`src/rtl/pc_fetch_unit.sv`:
```
// PC register plus single-outstanding instruction fetch over a valid/ready
// memory port. PC updates requested mid-fetch are deferred so pc_out tracks the fetch.
module pc_fetch_unit #(
  parameter logic [31:0] RESET_PC       = 32'h0000_0000,
  parameter int          TIMEOUT_CYCLES = 0,
  parameter int          TIMEOUT_WIDTH  = 8
) (
  input  logic        clk,
  input  logic        rst_n,
  input  logic [31:0] pc_input,
  input  logic        pc_en,
  input  logic        fetch_start,
  output logic        imem_req_valid,
  output logic [31:0] imem_req_addr,
  input  logic        imem_req_ready,
  input  logic        imem_resp_valid,
  input  logic [31:0] imem_resp_data,
  output logic [31:0] pc_out,
  output logic [31:0] instr_out,
  output logic        instr_valid,
  output logic        fetch_busy,
  output logic        fetch_error
);

  typedef enum logic [1:0] {S_IDLE, S_REQ, S_WAIT, S_DONE} state_t;

  localparam logic [TIMEOUT_WIDTH-1:0] TO_LIMIT = TIMEOUT_WIDTH'(TIMEOUT_CYCLES);
  localparam bit TO_EN = (TIMEOUT_CYCLES != 0);

  state_t                   r_state;
  logic [31:0]              r_pc;
  logic [31:0]              r_addr;
  logic [31:0]              r_instr;
  logic [31:0]              r_pend_pc;
  logic                     r_pend_vld;
  logic [TIMEOUT_WIDTH-1:0] r_cnt;
  logic                     r_req_valid;
  logic                     r_instr_valid;
  logic                     r_err;
  logic                     r_busy;

  logic [31:0]              w_pend_pc;
  logic                     w_pend_vld;
  logic [TIMEOUT_WIDTH-1:0] w_cnt_nxt;
  logic                     w_timeout;

  // A pc_en on the returning-to-IDLE edge still wins over an older pending value.
  assign w_pend_pc  = pc_en ? pc_input : r_pend_pc;
  assign w_pend_vld = pc_en | r_pend_vld;
  assign w_cnt_nxt  = r_cnt + 1'b1;
  assign w_timeout  = TO_EN && (w_cnt_nxt == TO_LIMIT);

  always_ff @(posedge clk or negedge rst_n) begin
    if (!rst_n) begin
      r_state       <= S_IDLE;
      r_pc          <= RESET_PC;
      r_addr        <= RESET_PC;
      r_instr       <= '0;
      r_pend_pc     <= '0;
      r_pend_vld    <= 1'b0;
      r_cnt         <= '0;
      r_req_valid   <= 1'b0;
      r_instr_valid <= 1'b0;
      r_err         <= 1'b0;
      r_busy        <= 1'b0;
    end else begin
      r_instr_valid <= 1'b0;
      r_err         <= 1'b0;
      case (r_state)
        S_IDLE: begin
          if (fetch_start && (r_pc[1:0] == 2'b00)) begin
            r_addr      <= r_pc;
            r_req_valid <= 1'b1;
            r_busy      <= 1'b1;
            r_state     <= S_REQ;
            if (pc_en) begin
              r_pend_pc  <= pc_input;
              r_pend_vld <= 1'b1;
            end
          end else begin
            // No fetch is in flight on a misaligned start, so a load applies directly.
            if (fetch_start) r_err <= 1'b1;
            if (pc_en)       r_pc  <= pc_input;
          end
        end
        S_REQ: begin
          if (pc_en) begin
            r_pend_pc  <= pc_input;
            r_pend_vld <= 1'b1;
          end
          if (imem_req_ready) begin
            r_req_valid <= 1'b0;
            r_cnt       <= '0;
            r_state     <= S_WAIT;
          end
        end
        S_WAIT: begin
          if (pc_en) begin
            r_pend_pc  <= pc_input;
            r_pend_vld <= 1'b1;
          end
          if (imem_resp_valid) begin
            r_instr       <= imem_resp_data;
            r_instr_valid <= 1'b1;
            r_state       <= S_DONE;
          end else if (w_timeout) begin
            r_err      <= 1'b1;
            r_busy     <= 1'b0;
            r_state    <= S_IDLE;
            r_pend_vld <= 1'b0;
            if (w_pend_vld) r_pc <= w_pend_pc;
          end else begin
            r_cnt <= w_cnt_nxt;
          end
        end
        S_DONE: begin
          r_busy     <= 1'b0;
          r_state    <= S_IDLE;
          r_pend_vld <= 1'b0;
          if (w_pend_vld) r_pc <= w_pend_pc;
        end
        default: r_state <= S_IDLE;
      endcase
    end
  end

  assign imem_req_valid = r_req_valid;
  assign imem_req_addr  = r_addr;
  assign pc_out         = r_pc;
  assign instr_out      = r_instr;
  assign instr_valid    = r_instr_valid;
  assign fetch_busy     = r_busy;
  assign fetch_error    = r_err;

endmodule

```
`config.mk`:
```
export PLATFORM = sky130hd
export DESIGN_NAME = pc_fetch_unit
export DESIGN_NICKNAME = d
export VERILOG_FILES = /design/src/rtl/pc_fetch_unit.sv
export SDC_FILE = /design/constraint.sdc
export NUM_CORES = 1
export LEC_CHECK = 0
export CORE_MARGIN = 3
export CORE_UTILIZATION = 38
export DETAILED_ROUTE_END_ITERATION = 7
export PLACE_DENSITY = 0.76
export SLEW_MARGIN = 20
export SYNTH_ARGS = -nofsm -noshare
export SYNTH_HDL_FRONTEND = slang
export SYNTH_SLANG_ARGS = --single-unit
```
`constraint.sdc`:
```
create_clock -name clk -period 3.8 [get_ports clk]
set_clock_uncertainty 0.1 [all_clocks]
set_input_delay 0.76 -clock clk [delete_from_list [all_inputs] [get_ports clk]]
set_output_delay 0.76 -clock clk [all_outputs]
set_load 0.02 [all_outputs]
```
[Word-level counts from Yosys, hierarchy flattened]
Cells that the tools add are included.
Operators by class
  bitwise gates (word level): 1
  eq/ne operators: 9
  muxes and demuxes: 23
  reduce and logical (&&, ||, !) cells: 14
Operators by type and width (count)
  32-bit 2-to-1 mux: 5
  32-bit one-hot mux with 2 select lines: 2
  2-bit inequality test, second input constant: 6
  1-bit 2-to-1 mux: 9
  2-bit one-hot mux with 4 select lines: 1
  2-bit AND reduction: 4
  2-bit 2-to-1 mux: 3
  3-bit AND reduction: 2
  2-bit nonzero test: 3
  2-bit equality test, second input constant: 2
  2-bit zero test: 2
  1-bit one-hot mux with 2 select lines: 2
  4-bit AND reduction: 1
  1-bit one-hot mux with 3 select lines: 1
  2-bit by 1-bit equality test with 1-bit output, second input constant: 1
  2-bit OR reduction: 1
  1-bit logical AND: 1
  1-bit OR: 1
Storage, ports and cells
  flip-flop bits (word level): 135
  input bits: 70

[Logic depth before layout (Yosys ltp)]
  depth after elaboration: 4
  mapped depth: 7

[Worst setup path after synthesis]
No wires, ideal clock.
  kind: input port to flip-flop
  from: in fetch_start
  to: reg r_pc[0] (netlist: pc_out[0])
  setup slack: 1.707 ns
  stages on the path: 5
  setup time: 0.125 ns
  data required time: 3.575 ns
  arrival: 1.868 ns
  path through: and4bb_1 buf_4 a211oi_4 buf_6 mux2_2
On the way
  word-level cells in the longest chain between the ends: 3
RTL lines
  from (decl): line 12  | input logic fetch_start,
  1-bit logical AND: line 71  | if (fetch_start && (r_pc[1:0] == 2'b00)) begin
  2-bit inequality test (no line)
  4-bit AND reduction (no line)
  to (signal assigned): line 83  | if (pc_en) r_pc <= pc_input;
  to (signal assigned): line 111  | if (w_pend_vld) r_pc <= w_pend_pc;
  to (signal assigned): line 120  | if (w_pend_vld) r_pc <= w_pend_pc;
  to (decl): line 31  | logic [31:0] r_pc;
No other way between the ends.
A chain may end at the register's enable or synchronous reset.

[Worst setup path after layout]
  from: in pc_en
  to: reg r_pc[17] (netlist: pc_out[17])
On the way
  word-level cells in the longest chain between the ends: 3
  elaborated cells between the ends (all ways): 7
RTL lines
  from (decl): line 11  | input logic pc_en,
  1-bit OR / 32-bit 2-to-1 mux (equally long branches)
  2-bit inequality test (no line) / 32-bit 2-to-1 mux (equally long branches)
  4-bit AND reduction (no line) / 32-bit one-hot mux with 2 select lines (equally long branches)
Several ways; a longest one is shown, not always the timed one. The select of a mux whose other input is x is not followed.

==> results.txt <==
- Root Buffer Master: sky130_fd_sc_hd__clkbuf_16
- The worst setup path is of the input pin to register kind.
- Slowest cell delay on critical path: 0.56 ns
- Overall routing resource usage: roughly 16%
* Half-perimeter wire length after placement: 8.372 mm
- Cell-internal power: ~5 mW
- Synthesis produced a netlist whose cell count is roughly 350.
- Diodes inserted: 0
* Placed cell areas: about 7400 um^2
- Counting along the longest clock path gives a buffer depth of 2.
- Chain of cells forming the critical path: clkdlybuf4s50_1, nand2b_2, buf_4, mux2_2, mux2_1
* Number of filler cells placed in the layout: about 1100
- Total count of hold-check failures in the final report: 0
- Area added between synthesis and finish: 44.24%
- The largest total area in the synthesized netlist belongs to sky130_fd_sc_hd__dfrtp_1.
* Std-Cell Rows: 43
- After detailed routing, the number of vias per cell comes to 4.846.
- Derived from the worst setup path, the maximum achievable clock frequency is 422.5 MHz.
- Fraction of the cycle the final worst path needs: a little over 60%
- Yosys mapped the design onto 24 distinct sky130hd cell types.
- Number of clock buffers inserted by TritonCTS: 17
- Port buffering added around 170 buffers.
* Areal power density over the cells: between 900 and 1000 nW/um^2
- IR analysis of the VDD net gives a maximum drop of 0.4553 mV.
- In this run the register-to-register setup slack is approximately 1.5 ns.
- Leakage: between 3 and 4 nW
- Switching share of total power: approximately a third
- FF+latch count, synth: 135
* Synthesized area: about 5500 um^2
- The first global-routing pass estimated around 20 mm of wire.
* Critical register-to-register path startpoint: r_state[1]
- Sequential group share of total power: approximately a third
- Summed over its instances, the top area cell type makes up 61.07% of the synthesized netlist area.
- At the later pin of the worst-skew pair, clock insertion delay measures 0.41 ns.
- The first detailed-routing pass took 4 iterations.
- Per-instance average area after synthesis: 15.99 um^2
* Number of primary I/O pins: 170
- Grt total ovfl: 0
* Number of vias in the routed layout: 3470
* Buffers & Inverters on Critical Path: 2
- Setup fix buffers added after clock tree synthesis: 0
* Avg WL per Cell: approximately 17 um
* Critical path peak fanout: 32
* H-Tree Depth: 4
- Core footprint: around 14000 um^2
- Setup Viol. Count Final: 0
- For the pin with the worst max-slew slack, the measured transition is about 0.79 ns.
* Die ar.: 16040 um^2
* Number of global-route vias before repair: between 3000 and 4000
- The run finished with clean final reports.
- Number of clock sinks: between 100 and 150
* Startpoint type of the worst setup path: input pin
- GPL Wtd Cong: ~0.76
* CTS resizes: 0
- Headroom to the max-slew limit came out at 47.10%.
* Fraction of final layout cells sized beyond drive strength 1: between 30 and 40%
- Once the floorplan was initialized, standard cells occupied approximately two fifths of the core.
- The worst setup path is captured at a register.
* RSZ-0062 raised after global routing: false
- Sequential cells were found to cover about three fifths of the synthesized design area.
- The final-report max-slew violation count came to 0.
* Final period demand of the worst path: 2.367 ns
* Nets@finish: between 500 and 600
- At the worst endpoint, the arrival time is ~2.6 ns.
- Die Span X: approximately 130 um
- Remaining design rule violation count: 0
- The Yosys step of the flow raised 0 warnings.
- Part of the power in the clock network: about a fifth
- For this design, the slowest cell found on the critical path is sky130_fd_sc_hd__clkdlybuf4s50_1.
- Broken down by cell family, the worst path's largest delay share belongs to buffers and inverters.
- The path class of the tightest hold or removal check is input pin to async pin.
- The detailed router finished its first iteration with between 100 and 150 violations.
* Number of max-capacitance violations reported: 0
* Hold_buf cts: 0
- Largest cells by area after synthesis: sky130_fd_sc_hd__dfrtp_1 (61%), sky130_fd_sc_hd__mux2_2 (31%), sky130_fd_sc_hd__mux2_1 (1.8%), sky130_fd_sc_hd__ha_1 (0.90%), sky130_fd_sc_hd__buf_2 (0.63%)
* Syn nets: 420
- The finished cells cover around 8000 um^2.
- The number of antenna violations at the first check in global routing is 0.
* Capture point of the worst reg-to-reg path: imem_req_addr[5]
- Of the total power, combinational logic draws 45.5%.
- Maximum number of pins on one net before global-route repair: 75
- Setup total negative slack on the finished layout was measured at 0 ns.
* TritonCTS clock tree: built
* Net switching power of the design: ~2.5 mW
- After clock tree synthesis, the clock-pin slew on the worst setup and hold paths is approximately 0.06 ns.
- Required time at the worst-slack endpoint: 3.99 ns
- Total detailed-routing wirelength: ~12 mm
- DIE HEIGHT: ~130 um
- Antenna violation net count after detailed routing: 0
* Depth of the worst register-to-register path: 5
## cells by family after synthesis
family | count (synthesis) | synth area share [%]
buf+inv | 25 | 2.533
mux | 159 | 32.37
flops | 135 | 61.07
compound gates | 11 | 1.787
fa+ha+maj | 4 | 0.9048
simple gates | 12 | 1.335
## synthesized netlist by cell type, drive strengths merged
library cell and n:
a211oi 1, a21oi 4, a221oi 1, a2bb2oi 1, and4bb 1, buf 17
clkbuf 1, dfrtp 135, ha 4, inv 7, mux2 159, nand2 2
nand2b 2, nor2 2, nor2b 4, o211a 1, o21ai 1, o22ai 1
o32a 1, or3b 1
## layout by cell type (no fill, tap or decap), types with 2 or more instances in the layout
cell                              Yosys  final
sky130_fd_sc_hd__mux2_2             150    150
sky130_fd_sc_hd__clkdlybuf4s50_1      0    168
sky130_fd_sc_hd__nand2_1              2      2
sky130_fd_sc_hd__clkbuf_16            0     17
sky130_fd_sc_hd__a21oi_1              4      4
sky130_fd_sc_hd__nor2b_1              4      4
sky130_fd_sc_hd__buf_4                4      7
sky130_fd_sc_hd__clkinv_2             0      5
sky130_fd_sc_hd__nor2_1               2      2
sky130_fd_sc_hd__clkbuf_1             1      2
sky130_fd_sc_hd__ha_1                 4      4
sky130_fd_sc_hd__inv_1                7      7
sky130_fd_sc_hd__dfrtp_1            135    135
sky130_fd_sc_hd__mux2_1               9      9
sky130_fd_sc_hd__clkinvlp_4           0      2
sky130_fd_sc_hd__clkbuf_8             0      5
## worst max path at each step
stage | start | endpoint | slack [ns] | depth (start not counted)
final | pc_en | pc_out[17] | 1.43 | 5
after global routing | r_state[0] | r_pend_pc[12] | 1.32 | 6
after CTS | pc_out[1] | pc_out[1] | 1.41 | 1
after detailed placement | pc_en | pc_out[3] | 1.0 | 5
after global placement | pc_en | pc_out[17] | 1.05 | 5
after floorplan | fetch_start | pc_out[0] | 1.71 | 5
## layout make-up
cell class                 count  area [um^2]  area share (%)
tap                          180        225.2           2.823
inverter                       7        26.28          0.3293
clock inverter                 8        70.07          0.8782
timing repair buffer         176         1754           21.99
sequential                   135         3378           42.34
multi-input combinational    186         2023           25.36
clock buffer                  24        501.7           6.288
## flip-flops by register name (all words and copies together) (netlist names)
register,count
imem_req_addr,32
fetch_error,1
pc_out,32
r_state,2
instr_out,32
r_pend_vld,1
instr_valid,1
r_pend_pc,32
fetch_busy,1
imem_req_valid,1
## layer usage
metal | share of wire [%] | global-route usage (%) | up-vias
met1 | 40 | 17.92 | 1755
met3 | 8.9 | 7.200 | 13
met4 | 1.3 | 6.498 | 0
met5 | 0 | 0 | -
li1 | - | - | 1580
met2 | 50 | 26.21 | 122
## stage by stage
stage                     hold WS (ns)  setup WS (ns)  util (%)  cells  power, mW
after floorplan                 0.3602          1.707         -    346      4.621
after global placement          0.3706          1.047     52.75    684      5.976
after detailed placement        0.3922         0.9962     52.75    684      6.119
after CTS                       0.3385          1.415     56.82    716      7.725
after global routing            0.3562          1.325     56.82    716      8.064
final                           0.3183          1.433     56.82    716      7.608
## worst register-to-register path: stages (launching register included)
cell	delay, ns
sky130_fd_sc_hd__dfrtp_1	0.42
sky130_fd_sc_hd__inv_1	0.10
sky130_fd_sc_hd__ha_1	0.38
sky130_fd_sc_hd__and4bb_2	0.38
sky130_fd_sc_hd__buf_4	0.43
sky130_fd_sc_hd__mux2_2	0.42
## power by group through the flow
| stage | logic (mW) | registers, mW | clock network (mW) |
|---|---|---|---|
| 2_1_floorplan | 1.45 | 3.17 | 0 |
| 3_3_place_gp | 3.42 | 2.56 | 0 |
| 3_5_place_dp | 3.50 | 2.62 | 0 |
| 4_1_cts | 3.52 | 2.60 | 1.61 |
| 5_1_grt | 3.69 | 2.69 | 1.68 |
| 6_report | 3.46 | 2.59 | 1.56 |
Note: power is estimated with default switching activity, not from simulation.
